File: config.mk
export PLATFORM = sky130hd
export DESIGN_NAME = conv5x5_engine_flat
export DESIGN_NICKNAME = d
export VERILOG_FILES = /design/src/rtl/conv5x5_engine_if.sv /design/src/rtl/conv5x5_engine.sv /design/src/flat_wrapper.sv
export SDC_FILE = /design/constraint.sdc
export NUM_CORES = 1
export LEC_CHECK = 0
export CORE_ASPECT_RATIO = 1.75
export CORE_MARGIN = 4
export CORE_UTILIZATION = 35
export CTS_CLUSTER_SIZE = 24
export DETAILED_ROUTE_END_ITERATION = 10
export HOLD_SLACK_MARGIN = 0.12
export PLACE_DENSITY = 0.58
export SYNTH_ARGS = -nofsm -noshare
export SYNTH_HDL_FRONTEND = slang
export SYNTH_SLANG_ARGS = --single-unit
File: constraint.sdc
create_clock -name clk -period 11.9 [get_ports clk]
set_input_delay 1.785 -clock clk [delete_from_list [all_inputs] [get_ports clk]]
set_output_delay 1.785 -clock clk [all_outputs]
set_load 0.1 [all_outputs]
File: src/rtl/conv5x5_engine_if.sv
// Handshake and coefficient-write bus for conv5x5_engine: window in, coefficient writes,
// filtered pixel out.
interface conv5x5_engine_if #(
   parameter int unsigned COEF_W = 6
);
   logic [99:0]              data_chunk;
   logic                     chunk_valid;
   logic                     chunk_ready;
   logic                     coef_we;
   logic [4:0]               coef_addr;
   logic signed [COEF_W-1:0] coef_data;
   logic [3:0]               pixel_out;
   logic                     pixel_valid;
   logic                     out_ready;

   modport master (
      output data_chunk, chunk_valid, coef_we, coef_addr, coef_data, out_ready,
      input  chunk_ready, pixel_out, pixel_valid
   );

   modport slave (
      input  data_chunk, chunk_valid, coef_we, coef_addr, coef_data, out_ready,
      output chunk_ready, pixel_out, pixel_valid
   );
endinterface

File: src/rtl/conv5x5_engine.sv
// 5x5 convolution engine: one kernel row per MAC cycle, then shift/clamp to a 4-bit pixel.
// Define CONV_ABS_EN to clamp the magnitude of the shifted sum instead of flooring at 0.
module conv5x5_engine #(
   parameter int          SHIFT  = 4,
   parameter int unsigned COEF_W = 6
) (
   input logic             clk,
   input logic             reset,
   conv5x5_engine_if.slave bus
);
   typedef enum logic [1:0] {StIdle, StMac, StNorm, StOut} state_e;

   state_e                   state_q, state_d;
   logic [99:0]              win_q;
   logic signed [COEF_W-1:0] coef_q [25];
   logic signed [COEF_W-1:0] kern_q [25];
   logic signed [15:0]       acc_q;
   logic [2:0]               row_q;
   logic [3:0]               pix_q;
   logic                     valid_q;

   logic                     coef_wr;
   logic signed [15:0]       row_sum;
   logic signed [15:0]       shifted;
   logic signed [15:0]       mag;
   logic [3:0]               pix_d;
   logic [4:0]               idx;
   logic [3:0]               pix;
   logic signed [COEF_W-1:0] cf;
   logic signed [15:0]       pix_ext;
   logic signed [15:0]       cf_ext;

   assign coef_wr         = (state_q == StIdle) && bus.coef_we && (bus.coef_addr < 5'd25);
   assign bus.chunk_ready = reset && (state_q == StIdle);
   assign bus.pixel_out   = pix_q;
   assign bus.pixel_valid = valid_q;

   always_comb begin
      state_d = state_q;
      unique case (state_q)
         StIdle:  if (bus.chunk_valid) state_d = StMac;
         StMac:   if (row_q == 3'd4) state_d = StNorm;
         StNorm:  state_d = StOut;
         StOut:   if (bus.out_ready) state_d = StIdle;
         default: state_d = StIdle;
      endcase
   end

   always_comb begin
      row_sum = '0;
      idx     = '0;
      pix     = '0;
      cf      = '0;
      pix_ext = '0;
      cf_ext  = '0;
      for (int c = 0; c < 5; c++) begin
         idx     = 5'(row_q) * 5'd5 + 5'(c);
         pix     = win_q[{idx, 2'b00} +: 4];
         cf      = kern_q[idx];
         pix_ext = {12'b0, pix};
         cf_ext  = {{(16 - COEF_W){cf[COEF_W-1]}}, cf};
         row_sum = row_sum + pix_ext * cf_ext;
      end
   end

   always_comb begin
      shifted = acc_q >>> SHIFT;
`ifdef CONV_ABS_EN
      mag = (shifted < 0) ? -shifted : shifted;
`else
      mag = (shifted < 0) ? 16'sd0 : shifted;
`endif
      pix_d = (mag > 16'sd15) ? 4'd15 : mag[3:0];
   end

   always_ff @(posedge clk) begin
      if (!reset) state_q <= StIdle;
      else        state_q <= state_d;
   end

   always_ff @(posedge clk) begin
      if (!reset) begin
         acc_q   <= '0;
         row_q   <= '0;
         pix_q   <= '0;
         valid_q <= 1'b0;
         for (int k = 0; k < 25; k++) coef_q[k] <= '0;
         coef_q[12] <= COEF_W'(16);
      end else begin
         if (coef_wr) coef_q[bus.coef_addr] <= bus.coef_data;
         unique case (state_q)
            StIdle: begin
               if (bus.chunk_valid) begin
                  win_q  <= bus.data_chunk;
                  // Snapshot the kernel so a same-edge coefficient write cannot leak in.
                  kern_q <= coef_q;
                  acc_q  <= '0;
                  row_q  <= '0;
               end
            end
            StMac: begin
               acc_q <= acc_q + row_sum;
               row_q <= row_q + 3'd1;
            end
            StNorm: begin
               pix_q   <= pix_d;
               valid_q <= 1'b1;
            end
            StOut: if (bus.out_ready) valid_q <= 1'b0;
            default: ;
         endcase
      end
   end
endmodule

File: src/flat_wrapper.sv
// flat-port wrapper written by rule: the top's interface ports become plain ports
module conv5x5_engine_flat 
#(
   parameter int          SHIFT  = 4,
   parameter int unsigned COEF_W = 6
)
  (clk, reset, bus_data_chunk, bus_chunk_valid, bus_coef_we, bus_coef_addr, bus_coef_data, bus_out_ready, bus_chunk_ready, bus_pixel_out, bus_pixel_valid);
  conv5x5_engine_if #(.COEF_W(COEF_W)) bus_i ();
  input logic clk;
  input logic reset;
  input wire logic [$bits(bus_i.data_chunk)-1:0] bus_data_chunk;
  input wire logic [$bits(bus_i.chunk_valid)-1:0] bus_chunk_valid;
  input wire logic [$bits(bus_i.coef_we)-1:0] bus_coef_we;
  input wire logic [$bits(bus_i.coef_addr)-1:0] bus_coef_addr;
  input wire logic [$bits(bus_i.coef_data)-1:0] bus_coef_data;
  input wire logic [$bits(bus_i.out_ready)-1:0] bus_out_ready;
  output wire logic [$bits(bus_i.chunk_ready)-1:0] bus_chunk_ready;
  output wire logic [$bits(bus_i.pixel_out)-1:0] bus_pixel_out;
  output wire logic [$bits(bus_i.pixel_valid)-1:0] bus_pixel_valid;
  assign bus_i.data_chunk = bus_data_chunk;
  assign bus_i.chunk_valid = bus_chunk_valid;
  assign bus_i.coef_we = bus_coef_we;
  assign bus_i.coef_addr = bus_coef_addr;
  assign bus_i.coef_data = bus_coef_data;
  assign bus_i.out_ready = bus_out_ready;
  assign bus_chunk_ready = bus_i.chunk_ready;
  assign bus_pixel_out = bus_i.pixel_out;
  assign bus_pixel_valid = bus_i.pixel_valid;
  conv5x5_engine #(.SHIFT(SHIFT), .COEF_W(COEF_W)) u_core (.clk(clk), .reset(reset), .bus(bus_i));
endmodule
==> results_dict.tcl, run 1 <==
set metrics [dict create \
    die_h_um 393 \
    synth_fp_nets 2764 \
    area_growth_pct 12.6 \
    postRouteAntennaNets 0 \
    htreeDepth 2 \
    synthTopCellsByArea "edfxtp_1 (25%), mux4_2 (18%), dfxtp_1 (12%)" \
    rsz0062_at_grt "false" \
    crit_top_cell "fa_1" \
    outcome "finished, final reports clean" \
    worst_pin_slew_ns 1.29 \
    antenna_found_initial 1 \
    clkLatencyLatePin_ns 0.60 \
    hold_path_class "reg -> reg" \
    timing.final.ws_setup_ns 1.30 \
    synth_adder_area_share_pct 13.5 \
    cts_resized 0 \
    synthesis.area_mm2 0.0296 \
    cts_hold_buf 0 \
    io_pins 122 \
    crit_path_max_incr_delay_ns 0.98 \
    hold_viol_final 0 \
    fin_crit_sh_pct 89.1 \
    vias 19668 \
    cts_made_buffers 41 \
    synthCells 2400 \
    first_iter_violations 1334 \
    tns_ns 0 \
    die_area_mm2 0.0896 \
    crit_fanout 23 \
    clock-root-buffer "clkbuf_16" \
    slew_viol_final 0 \
    place_congestion 0.909 \
    final_core_util_pct 40.0 \
    met2_usage_pct 37.9 \
    place_area_mm2 0.0319 \
    synthSimpleGateAreaFrac_pct 8.95 \
    drive_gt1_share_pct 16.7 \
    cts_tree "built" \
    start_kind "flop" \
    pre_cts_ws_ns 1.28 \
    fmaxAchievable_mhz 94.3 \
    synth_xor_area_share_pct 2.42 \
    arrival_ns 11.08 \
    crit_type "reg -> reg" \
    grt-busiest-layer "met2" \
    ys_ff_latch 426 \
    coreArea_mm2 0.0836 \
    dr.pass1.iters 5 \
    dieWidth_um 228 \
    synth_top_area_cell "edfxtp_1" \
    cts_buffer_depth 3 \
    dp_hpwl_um 68700 \
    wl_per_cell_um 25.0 \
    synth_top_family_by_area "multiplexers" \
    synth_compound_area_share_pct 4.91 \
    path_clk_slew_ns 0.07 \
    timing.critical_path.to_type "flop" \
    yosysTopAreaCellShare_pct 25.3 \
    final_common_cell "mux2i_1" \
    initial_core_util_pct 35.5 \
    cts_setup_buffers 0 \
    routed_via_density 5.50 \
    synthArstFlopShare_pct 0 \
    slowest_stage "o21ai_0" \
    io_buffers 121 \
    crit_required_ns 12.38 \
    grt_max_degree 140 \
    layout_common_cells "mux2i_1 (259), edfxtp_1 (250), mux4_2 (243), inv_1 (236), dfxtp_1 (174)" \
    nFillCells 7800 \
    synth_edf_count 250 \
    globalRouteMet1Util_pct 20.2 \
    nNetsFinal 2837 \
    grt_overflow 0 \
    wl_um 89300 \
    first_global_vias 21149 \
    grt_pass1_wl_um 134000 \
    fin_area_mm2 0.0334 \
    period_needed_ns 10.60 \
    ys.flop_type "edfxtp_1" \
    max-slew-margin-rel_pct 13.9 \
    finalSetupViolCount 0 \
    rows 140 \
    yosysSeqAreaShare_pct 37.2 \
    grt_use_total_pct 19.8 \
    synthMuxAreaShare_pct 27.6 \
    clock_sinks 426 \
    ys_warn_count 0 \
    drv_cap 0 \
    clock_skew_ns 0.0160 \
    met3_usage_pct 2.13 \
    synth_cell_type_count 62 \
    synth_area_per_cell_um2 12.3 \
    drcViolationCount 0 \
]
[cell type report]
cell class | instances | area, um^2 | share of cell area (%)
Multi-Input combinational cell | 1601 | 17100 | 51.3
Sequential cell | 426 | 11000 | 33.1
Timing Repair Buffer | 166 | 1570 | 4.71
Tap cell | 1065 | 1330 | 3.99
Clock buffer | 55 | 1130 | 3.39
Inverter | 237 | 890 | 2.66
Clock inverter | 21 | 300 | 0.899
Antenna cell | 2 | 5.00 | 0.0150
[cells in the mapped netlist (30+ instances only)]
| library cell | number |
|---|---|
| mux2i_1 | 259 |
| edfxtp_1 | 250 |
| mux4_2 | 243 |
| inv_1 | 236 |
| dfxtp_1 | 176 |
| nor2b_1 | 171 |
| nor2_1 | 148 |
| ha_1 | 128 |
| fa_1 | 120 |
| a21oi_1 | 112 |
| nand2_1 | 100 |
| clkbuf_1 | 53 |
| xnor2_1 | 53 |
| or2_2 | 35 |
| o21ai_0 | 34 |
| buf_2 | 30 |
[logic make-up after synthesis]
logic type,after synthesis
adders and majority gates,248
and+or+nand+nor,526
muxes,507
DFF,426
buffers and inverters,373
AOI/OAI and AO/OA,243
xor gates and xnor gates,77
[metrics by stage]
step	instances	hold WS (ns)
floorplan	2400	0.408
global placement	3495	0.412
detailed placement	3495	0.414
CTS	3571	0.423
global route	3571	0.442
finish	3573	0.425
[metal layers]
metal  vias up  wire, um
met5         -         0
met4         0      7200
met3       247      3140
met2       572     48500
met1     10044     30500
li1       8805         -
[worst paths after layout]
check,to,from,cells past startpoint,slack (ns)
setup / recovery,u_core.acc_q[14]$_SDFFE_PN0P_,u_core.row_q[0]$_SDFFE_PN0P_,32,1.30
hold / removal,u_core.kern_q[18]$_DFFE_PP_,u_core.coef_q[18]$_SDFFE_PN0P_,0,0.42
setup reg to reg,u_core.acc_q[14]$_SDFFE_PN0P_,u_core.row_q[0]$_SDFFE_PN0P_,32,1.30
hold reg to reg,u_core.kern_q[18]$_DFFE_PP_,u_core.coef_q[18]$_SDFFE_PN0P_,0,0.42
[flip-flops by register name, indices dropped and copies added (netlist names)]
register	flops
u_core.bus.pixel_valid	1
u_core.row_q	3
u_core.acc_q	16
u_core.bus.pixel_out	4
u_core.state_q	2
u_core.win_q	100
u_core.kern_q	150
u_core.coef_q	150
[critical path: cells and delay by family, from the launching register on]
family	cells	cell delay (ns)
adder cells (fa/ha/maj)	10	4.81
AO/OA/AOI/OAI	10	2.62
XOR/XNOR	4	1.41
flip-flops	1	0.61
multiplexers	1	0.37
buffers and inverters	4	0.37
AND/OR/NAND/NOR	3	0.31
Power of run 1 is not shown: default switching activity piles up to over one toggle a cycle in this logic, so the estimate is an artifact.
==> inputs of run 2 (changes only) <==
--- a/config.mk
+++ b/config.mk
@@ -10,6 +10,7 @@
 export CORE_UTILIZATION = 35
 export CTS_CLUSTER_SIZE = 24
 export DETAILED_ROUTE_END_ITERATION = 10
+export GPL_ROUTABILITY_DRIVEN = 0
 export HOLD_SLACK_MARGIN = 0.12
 export PLACE_DENSITY = 0.58
 export SYNTH_ARGS = -nofsm -noshare
==> results_dict.tcl, run 2 (synthesis results as in run 1) <==
set metrics [dict create \
    cts_tree "built" \
    finalSetupViolCount 0 \
    final_core_util_pct 39.9 \
    fmaxAchievable_mhz 95.9 \
    final_common_cell "mux2i_1" \
    clock-root-buffer "clkbuf_16" \
    crit_type "reg -> reg" \
    coreArea_mm2 0.0836 \
    max-slew-margin-rel_pct 19.2 \
    wl_per_cell_um 24.3 \
    fin_crit_sh_pct 87.7 \
    hold_path_class "reg -> reg" \
    slowest_stage "buf_4" \
    top_regs "u_core.coef_q: 150 flops, u_core.kern_q: 150 flops, u_core.win_q: 100 flops" \
    drcViolationCount 0 \
    final_cells 3569 \
    clkLatencyLatePin_ns 0.61 \
    cts_buffer_depth 3 \
    nNetsFinal 2834 \
    drv_cap 0 \
    path_clk_slew_ns 0.07 \
    die_h_um 393 \
    io_pins 122 \
    cts_made_buffers 42 \
    dieWidth_um 228 \
    place_area_mm2 0.0319 \
    layout_common_cells "mux2i_1 (259), edfxtp_1 (250), mux4_2 (243), inv_1 (236), dfxtp_1 (174)" \
    vias 19672 \
    wl_um 86700 \
    rsz0062_at_grt "false" \
    first_global_vias 21004 \
    crit_path_max_incr_delay_ns 0.96 \
    cts_hold_buf 0 \
    postRouteAntennaNets 0 \
    nFillCells 7794 \
    tns_ns 0 \
    seqCellArea_mm2 0.0110 \
    grt_pass1_wl_um 131000 \
    htreeDepth 2 \
    start_kind "flop" \
    dr.pass1.iters 5 \
    die_area_mm2 0.0896 \
    grt_overflow 0 \
    multi_input_area_mm2 0.0171 \
    dp_hpwl_um 67000 \
    rows 140 \
    arrival_ns 10.97 \
    clock_sinks 426 \
    crit_required_ns 12.44 \
    dp_cells 3491 \
    timing.critical_path.to_type "flop" \
    first_iter_violations 1157 \
    routed_via_density 5.51 \
    cts_resized 0 \
    worst_pin_slew_ns 1.21 \
    period_needed_ns 10.43 \
    area_growth_pct 12.6 \
    cts_setup_buffers 0 \
    initial_core_util_pct 35.5 \
    hold_viol_final 0 \
    io_buffers 121 \
    fin_area_mm2 0.0334 \
    outcome "finished, final reports clean" \
    grt_use_total_pct 19.1 \
    drive_gt1_share_pct 16.9 \
    crit_fanout 99 \
    slew_viol_final 0 \
    grt_max_degree 178 \
    antenna_found_initial 2 \
    clock_skew_ns 0.0335 \
]
## run 2: critical path: cells and delay by family, from the launching register on
kind            cells  cell delay (ns)
compound gates      6             2.29
xor+xnor            1             0.26
fa+ha+maj           8             3.61
buf+inv             7             1.70
flops               1             0.37
mux                 2             1.26
simple gates        6             0.74
## run 2: per-stage QoR
step | setup WS [ns] | hold WS (ns)
2_1_floorplan | 2.37 | 0.408
3_3_place_gp | 1.77 | 0.413
3_5_place_dp | 1.51 | 0.414
4_1_cts | 1.47 | 0.428
5_1_grt | 0.864 | 0.433
6_report | 1.47 | 0.424
## run 2: area by class of cell
type | instances | area share (%)
antenna | 1 | 0.00750
timing repair buffer | 162 | 4.64
multi-input combinational | 1601 | 51.3
tap | 1065 | 3.99
clock inverter | 24 | 0.828
sequential | 426 | 33.1
inverter | 237 | 2.67
clock buffer | 53 | 3.49
## run 2: per-layer routing
layer	routed length (um)	up-vias	track usage, %
li1	-	8783	-
met1	29700	9971	19.7
met2	45900	665	35.5
met3	3440	253	2.42
met4	7720	0	14.4
met5	0	-	0
## run 2: path summary, 6_finish.rpt
path,start,to,slack (ns),cells past startpoint
max,u_core.row_q[0]$_SDFFE_PN0P_,u_core.acc_q[13]$_SDFFE_PN0P_,1.47,30
min,u_core.coef_q[66]$_SDFFE_PN0P_,u_core.kern_q[66]$_DFFE_PP_,0.42,0
min reg2reg,u_core.coef_q[66]$_SDFFE_PN0P_,u_core.kern_q[66]$_DFFE_PP_,0.42,0
max reg2reg,u_core.row_q[0]$_SDFFE_PN0P_,u_core.acc_q[13]$_SDFFE_PN0P_,1.47,30
Power of run 2 is left out for the same reason.
==> inputs of run 3 (changes only) <==
--- a/config.mk
+++ b/config.mk
@@ -6,7 +6,6 @@
 export NUM_CORES = 1
 export LEC_CHECK = 0
 export CORE_ASPECT_RATIO = 1.75
-export CORE_MARGIN = 4
 export CORE_UTILIZATION = 35
 export CTS_CLUSTER_SIZE = 24
 export DETAILED_ROUTE_END_ITERATION = 10
==> results_dict.tcl, run 3 (synthesis results as in run 1) <==
set metrics [dict create \
    outcome "finished, final reports clean" \
    crit_path_max_incr_delay_ns 0.92 \
    htreeDepth 2 \
    grt_pass1_wl_um 129000 \
    nNetsFinal 2834 \
    fin_crit_sh_pct 90.0 \
    slew_viol_final 0 \
    grt_use_total_pct 20.1 \
    crit_fanout 63 \
    start_kind "flop" \
    cts_tree "built" \
    dieWidth_um 222 \
    finalSetupViolCount 0 \
    worst_pin_slew_ns 1.25 \
    antenna_found_initial 1 \
    layout_common_cells "mux2i_1 (259), edfxtp_1 (250), mux4_2 (243), inv_1 (236), dfxtp_1 (174)" \
    die_h_um 387 \
    clkLatencyLatePin_ns 0.61 \
    vias 19637 \
    wl_um 86400 \
    crit_type "reg -> reg" \
    wl_met3_um 3340 \
    final_core_util_pct 39.8 \
    io_buffers 121 \
    initial_core_util_pct 35.5 \
    final_cells 3569 \
    crit_required_ns 12.45 \
    rsz0062_at_grt "false" \
    clock_sinks 426 \
    clock_skew_ns 0.0298 \
    drive_gt1_share_pct 16.7 \
    final_common_cell "mux2i_1" \
    slowest_stage "buf_4" \
    cts_setup_buffers 0 \
    dr.pass1.iters 8 \
    tns_ns 0 \
    cts_buffer_depth 3 \
    path_clk_slew_ns 0.07 \
    first_iter_violations 1313 \
    fmaxAchievable_mhz 93.4 \
    cts_resized 0 \
    cts_hold_buf 0 \
    timing.critical_path.to_type "flop" \
    clock-root-buffer "clkbuf_16" \
    route.met2.wl_um 45700 \
    hold_path_class "reg -> reg" \
    die_area_mm2 0.0859 \
    rows 140 \
    seqCellArea_mm2 0.0110 \
    area_growth_pct 12.2 \
    nFillCells 7817 \
    cts_made_buffers 40 \
    top_layer "met4" \
    drcViolationCount 0 \
    period_needed_ns 10.71 \
    drv_cap 0 \
    first_global_vias 20460 \
    dp_hpwl_um 67200 \
    arrival_ns 11.25 \
    postRouteAntennaNets 0 \
    routed_via_density 5.50 \
    multi_input_area_mm2 0.0171 \
    grt_overflow 0 \
    dp_cells 3493 \
    max-slew-margin-rel_pct 16.4 \
    coreArea_mm2 0.0836 \
    top_regs "u_core.coef_q: 150 flops, u_core.kern_q: 150 flops, u_core.win_q: 100 flops" \
    io_pins 122 \
    wl_per_cell_um 24.2 \
    hold_viol_final 0 \
    grt_max_degree 110 \
    m1WireLength_um 30100 \
]
==> run 3: layout make-up <==
| cell class | count | area share, % |
|---|---|---|
| inverters | 237 | 2.67 |
| well taps | 1065 | 4.01 |
| flip-flops and latches | 426 | 33.2 |
| clock inverters | 24 | 0.719 |
| diodes | 2 | 0.0150 |
| multi-input cells | 1601 | 51.5 |
| repair buffers | 164 | 4.63 |
| clock buffers | 50 | 3.28 |
==> run 3: critical path, delay by kind of cell (launching register included) <==
family | cells | cell delay (ns)
fa+ha+maj | 8 | 3.63
compound gates | 6 | 2.37
buf+inv | 7 | 1.78
mux | 2 | 1.27
simple gates | 6 | 0.74
flops | 1 | 0.61
xor+xnor | 1 | 0.15
==> run 3: final timing paths <==
path / from / end / slack, ns / depth (start not counted)
min reg2reg: u_core.coef_q[80]$_SDFFE_PN0P_ / u_core.kern_q[80]$_DFFE_PP_ / 0.43 / 0
max reg2reg: u_core.row_q[0]$_SDFFE_PN0P_ / u_core.acc_q[13]$_SDFFE_PN0P_ / 1.19 / 30
max: u_core.row_q[0]$_SDFFE_PN0P_ / u_core.acc_q[13]$_SDFFE_PN0P_ / 1.19 / 30
min: u_core.coef_q[80]$_SDFFE_PN0P_ / u_core.kern_q[80]$_DFFE_PP_ / 0.43 / 0
==> run 3: per-layer routing <==
metal,global-route usage (%),up-vias
met1,20.6,9999
met4,15.0,0
met5,0,-
met2,37.1,617
li1,-,8787
met3,2.53,234
==> run 3: metrics by stage <==
step	hold WS [ns]	worst slack (ns)	area, um^2
after detailed placement	0.412	1.29	31900
after global routing	0.435	0.543	33300
after global placement	0.413	1.44	31900
after floorplan	0.408	2.37	29600
final	0.427	1.19	33300
after CTS	0.428	1.29	33300
Power of run 3 is left out for the same reason.
==> RTL edit 1 (config.mk and constraints of run 2) <==
Add a define of `CONV_ABS_EN`.
--- a/src/rtl/conv5x5_engine.sv
+++ b/src/rtl/conv5x5_engine.sv
@@ -1,4 +1,6 @@
 // 5x5 convolution engine: one kernel row per MAC cycle, then shift/clamp to a 4-bit pixel.
 // Define CONV_ABS_EN to clamp the magnitude of the shifted sum instead of flooring at 0.
+`define CONV_ABS_EN
+
 module conv5x5_engine #(
    parameter int          SHIFT  = 4,
Behaviour: same outputs for any inputs over 4 cycles, from zero or initial values and one cycle with reset low; that may be too few to reach the edited logic, so the function may still have changed.
==> RTL edit 1 against run 2 <==
Cell area up 0.17%; area after synthesis is 0.40% higher; sequential cell count unchanged; synthesized cell count rose by 0.17%; wire length rose by 1.3%; worst setup slack worse by 0.41 ns; critical path type unchanged.
Power is left out: the tool's default activity adds up to more than one toggle a clock period on the data nets, which glitch-free logic cannot reach.
==> RTL edit 1: results (changes against run 2) <==
[outcome]
status=complete, no violations

[critical_path]
cp.arrival_ns=11.31  ; +0.34 ns
worstPathMaxFanout=40  ; -60%
slowest_stage=xnor2_2
slowest_delay_ns=1.02  ; +0.06 ns

[synth]
synth_nets=2769  ; +0.18%
synthTopCellsByArea=edfxtp_1 25%, mux4_2 18%, dfxtp_1 12%
synth.distinct_cells=67  ; +8.1%
synth_xor_area_frac=0.0265  ; +0.00226
synthTopCellsByCount=252 x mux2i_1, 250 x edfxtp_1, 238 x mux4_2, 236 x inv_1, 176 x dfxtp_1
synth_mux_area_frac=0.268  ; -0.00808
ys_seq_area_frac=0.371  ; -0.00149
async_flop_share=0  ; unchanged
synth_fa_ha_area_frac=0.135  ; about the same
synth_compound_area_frac=0.0538  ; +0.00468

[global_route]
grt_max_degree=93  ; -48%
grt_antenna_before_repair=0  ; -2
grt_util_all_layers=0.193  ; +0.00141
grt_pass1_wl_um=133000  ; +1.3%
grt_pass1_vias=21100  ; +0.25%

[cts]
clockRootBuffer=clkbuf_16
path_clk_slew_ns=0.07  ; about the same
htreeDepth=2  ; unchanged
cts_buffers=41  ; -2.4%
clkLatencyLatePin_ns=0.59  ; -0.02 ns

[routing]
vias=19900  ; +1.1%
drtIter0Drc=1423  ; +23%
wl_per_cell_um=24.5  ; +1.0%
met1_length_um=30200  ; +1.5%
highest_layer=met4
wl_met3_um=3990  ; +16%
met2_length_um=46000  ; +0.26%

[final_layout]
layout-drive-gt1-share=0.159  ; -0.00991
num-fill-cells=7860  ; +0.85%
n_antenna_cell=0  ; -1
reg_top3=u_core.coef_q: 150 flops, u_core.kern_q: 150 flops, u_core.win_q: 100 flops

[sta]
slew_headroom=0.0929  ; -0.0994
finalClockSkew_ns=0.0241  ; -0.00941 ns

[placed_design]
place_ws_ns=1.25  ; -0.258 ns
dp_hpwl_um=68700  ; +2.4%

RTL edit 1: cell count changes after synthesis, moves of 7 or more:
cell     change
or2_2       -33
a21oi_1     -31
or2_1       +26
a21oi_2      +8
buf_8        +8
a221o_1      +7
a31oi_1      +7
mux2i_1      -7
RTL edit 1: area by class of cell:
cell class / instances / share of cell area
multi-input combinational: 1602 / 0.513
sequential: 426 / 0.330
timing repair buffer: 165 / 0.0460
tap: 1072 / 0.0401
clock buffer: 48 / 0.0327
inverter: 240 / 0.0270
clock inverter: 27 / 0.0113
RTL edit 1: kinds of logic (layout without fill, tap and decap cells):
family | count (synthesis) | in the layout
and+or+nand+nor | 520 | 520
muxes | 497 | 497
DFF | 426 | 426
buffers and inverters | 376 | 480
AOI/OAI and AO/OA | 252 | 252
adders and majority gates | 249 | 249
xor gates and xnor gates | 84 | 84
RTL edit 1: metrics by stage:
step | area (um^2) | cells | hold WS, ns
3_3_place_gp | 32000 | 3505 | 0.413
4_1_cts | 33400 | 3580 | 0.430
2_1_floorplan | 29800 | 2404 | 0.408
5_1_grt | 33400 | 3580 | 0.438
3_5_place_dp | 32000 | 3505 | 0.415
6_report | 33400 | 3580 | 0.427
RTL edit 1: routing by layer:
metal,track usage,up-vias
li1,-,8816
met1,0.200,10100
met2,0.353,717
met3,0.0270,275
met4,0.140,0
met5,0,-
RTL edit 1: critical path, delay by kind of cell (launching register included):
kind | cells | cell delay [ns]
AOI/OAI and AO/OA | 9 | 1.96
xor gates and xnor gates | 4 | 1.90
adders and majority gates | 9 | 4.17
buffers and inverters | 5 | 0.98
DFF | 1 | 0.58
muxes | 1 | 0.48
and+or+nand+nor | 4 | 0.62
RTL edit 1: worst paths after layout:
path | start | to | slack, ns | cells past startpoint
worst max register to register | u_core.row_q[1] | u_core.acc_q[15] | 1.06 | 32
worst min register to register | u_core.coef_q[97] | u_core.kern_q[97] | 0.43 | 0
worst min-delay path | u_core.coef_q[97] | u_core.kern_q[97] | 0.43 | 0
worst max-delay path | u_core.row_q[1] | u_core.acc_q[15] | 1.06 | 32
==> RTL edit 2 (flow settings as in run 2) <==
Made on the original files. The 4 states of `state_e` get a one-hot encoding in 4 bits.
--- a/src/rtl/conv5x5_engine.sv
+++ b/src/rtl/conv5x5_engine.sv
@@ -9,5 +9,5 @@
    conv5x5_engine_if.slave bus
 );
-   typedef enum logic [1:0] {StIdle, StMac, StNorm, StOut} state_e;
+   typedef enum logic [3:0] {StIdle = 4'b0001, StMac = 4'b0010, StNorm = 4'b0100, StOut = 4'b1000} state_e;
 
    state_e                   state_q, state_d;
Check against the original RTL: same outputs for any inputs over 4 cycles, from zero or initial values and one cycle with reset low; so few cycles prove little.
==> RTL edit 2 against run 2 <==
Worst setup slack gained 0.24 ns; highest routed layer unchanged; sequential cell count grew 2; cell count shrank 0.62%; critical path type unchanged; area after synthesis grew 1.2%; maximum frequency grew 2.4%; die area grew 1.1%; cell area grew 0.18%; wire length grew 3.9%; first-iteration DRC count grew 27%.
Power is not shown: default switching activity piles up to over one toggle a cycle in this logic, so the estimate is an artifact.
==> RTL edit 2: results (changes against run 2) <==
[synth]
synth_xor_area_frac=0.0265  ; +0.00226
synth_compound_area_frac=0.0475  ; -0.00157
ys_seq_area_frac=0.369  ; -0.00300
synth_mux_area_frac=0.276  ; +0.000463
synthTopCellsByCount=277 x mux2i_1, 250 x edfxtp_1, 235 x inv_1, 235 x mux4_2, 178 x dfxtp_1
synth_nets=2744  ; -0.72%
synth_fa_ha_area_frac=0.132  ; -0.00324
synthCells=2384  ; -0.67%

[cts]
path_clk_slew_ns=0.07  ; about the same
cts_buffers=41  ; -2.4%

[critical_path]
worstPathMaxFanout=27  ; -73%
slowest_stage=xnor2_2
rrSetupSlack_ns=1.71  ; +0.24 ns
cp.arrival_ns=10.67  ; -0.30 ns
rr_worst_depth=32  ; +6.7%
crit_start=u_core.row_q[2]

[routing]
wl_per_cell_um=25.4  ; +4.5%
wl_met3_um=3970  ; +16%
drtPass1Iterations=6  ; +1
via_per_inst=5.55  ; +0.64%
met2_length_um=48200  ; +5.0%
met1_length_um=30900  ; +4.0%
drtIter0Drc=1464  ; +27%

[sta]
whs_ns=0.417  ; -0.00698 ns

[global_route]
grt_antenna_before_repair=1  ; -1
use_met2=0.366  ; +0.0114
grt_pass1_vias=20800  ; -0.81%
grt_pass1_wl_um=134000  ; +2.2%
grt_util_all_layers=0.195  ; +0.00394
use_met3=0.0264  ; +0.00215
grt_max_degree=127  ; -29%

[outcome]
status=complete, no violations

[worst_hold_path]
hold_path_end=u_core.kern_q[49]
min_from=u_core.coef_q[49]

[final_layout]
num-fill-cells=8013  ; +2.8%
n_antenna_cell=0  ; -1
nNetsFinal=2803  ; -1.1%
layout-drive-gt1-share=0.162  ; -0.00698

[placed_design]
port_buffers=121  ; unchanged
place_area_mm2=0.0321  ; +0.64%

RTL edit 2: cell count changes in the layout (fill, tap and decap cells not counted), moves of 7 or more:
cell / before / now
a211oi_1: 1 / 11
a21oi_1: 112 / 84
clkbuf_1: 6 / 13
mux2i_1: 259 / 277
mux4_2: 243 / 235
nand2_1: 100 / 70
nor2_1: 148 / 129
nor2_4: 0 / 14
o211ai_1: 11 / 18
o21ai_1: 7 / 24
or2_1: 2 / 32
or2_2: 35 / 3
RTL edit 2: cells by family (layout without fill, tap and decap cells):
group,count (synthesis),count (layout)
compound gates,233,233
xor+xnor,80,80
fa+ha+maj,244,244
buf+inv,376,467
flops,428,428
mux,521,521
simple gates,502,502
RTL edit 2: cell type report:
type	count	area share
Tap cell	1072	0.0401
Clock buffer	60	0.0350
Timing Repair Buffer	155	0.0445
Sequential cell	428	0.331
Inverter	237	0.0266
Multi-Input combinational cell	1580	0.519
Clock inverter	15	0.00393
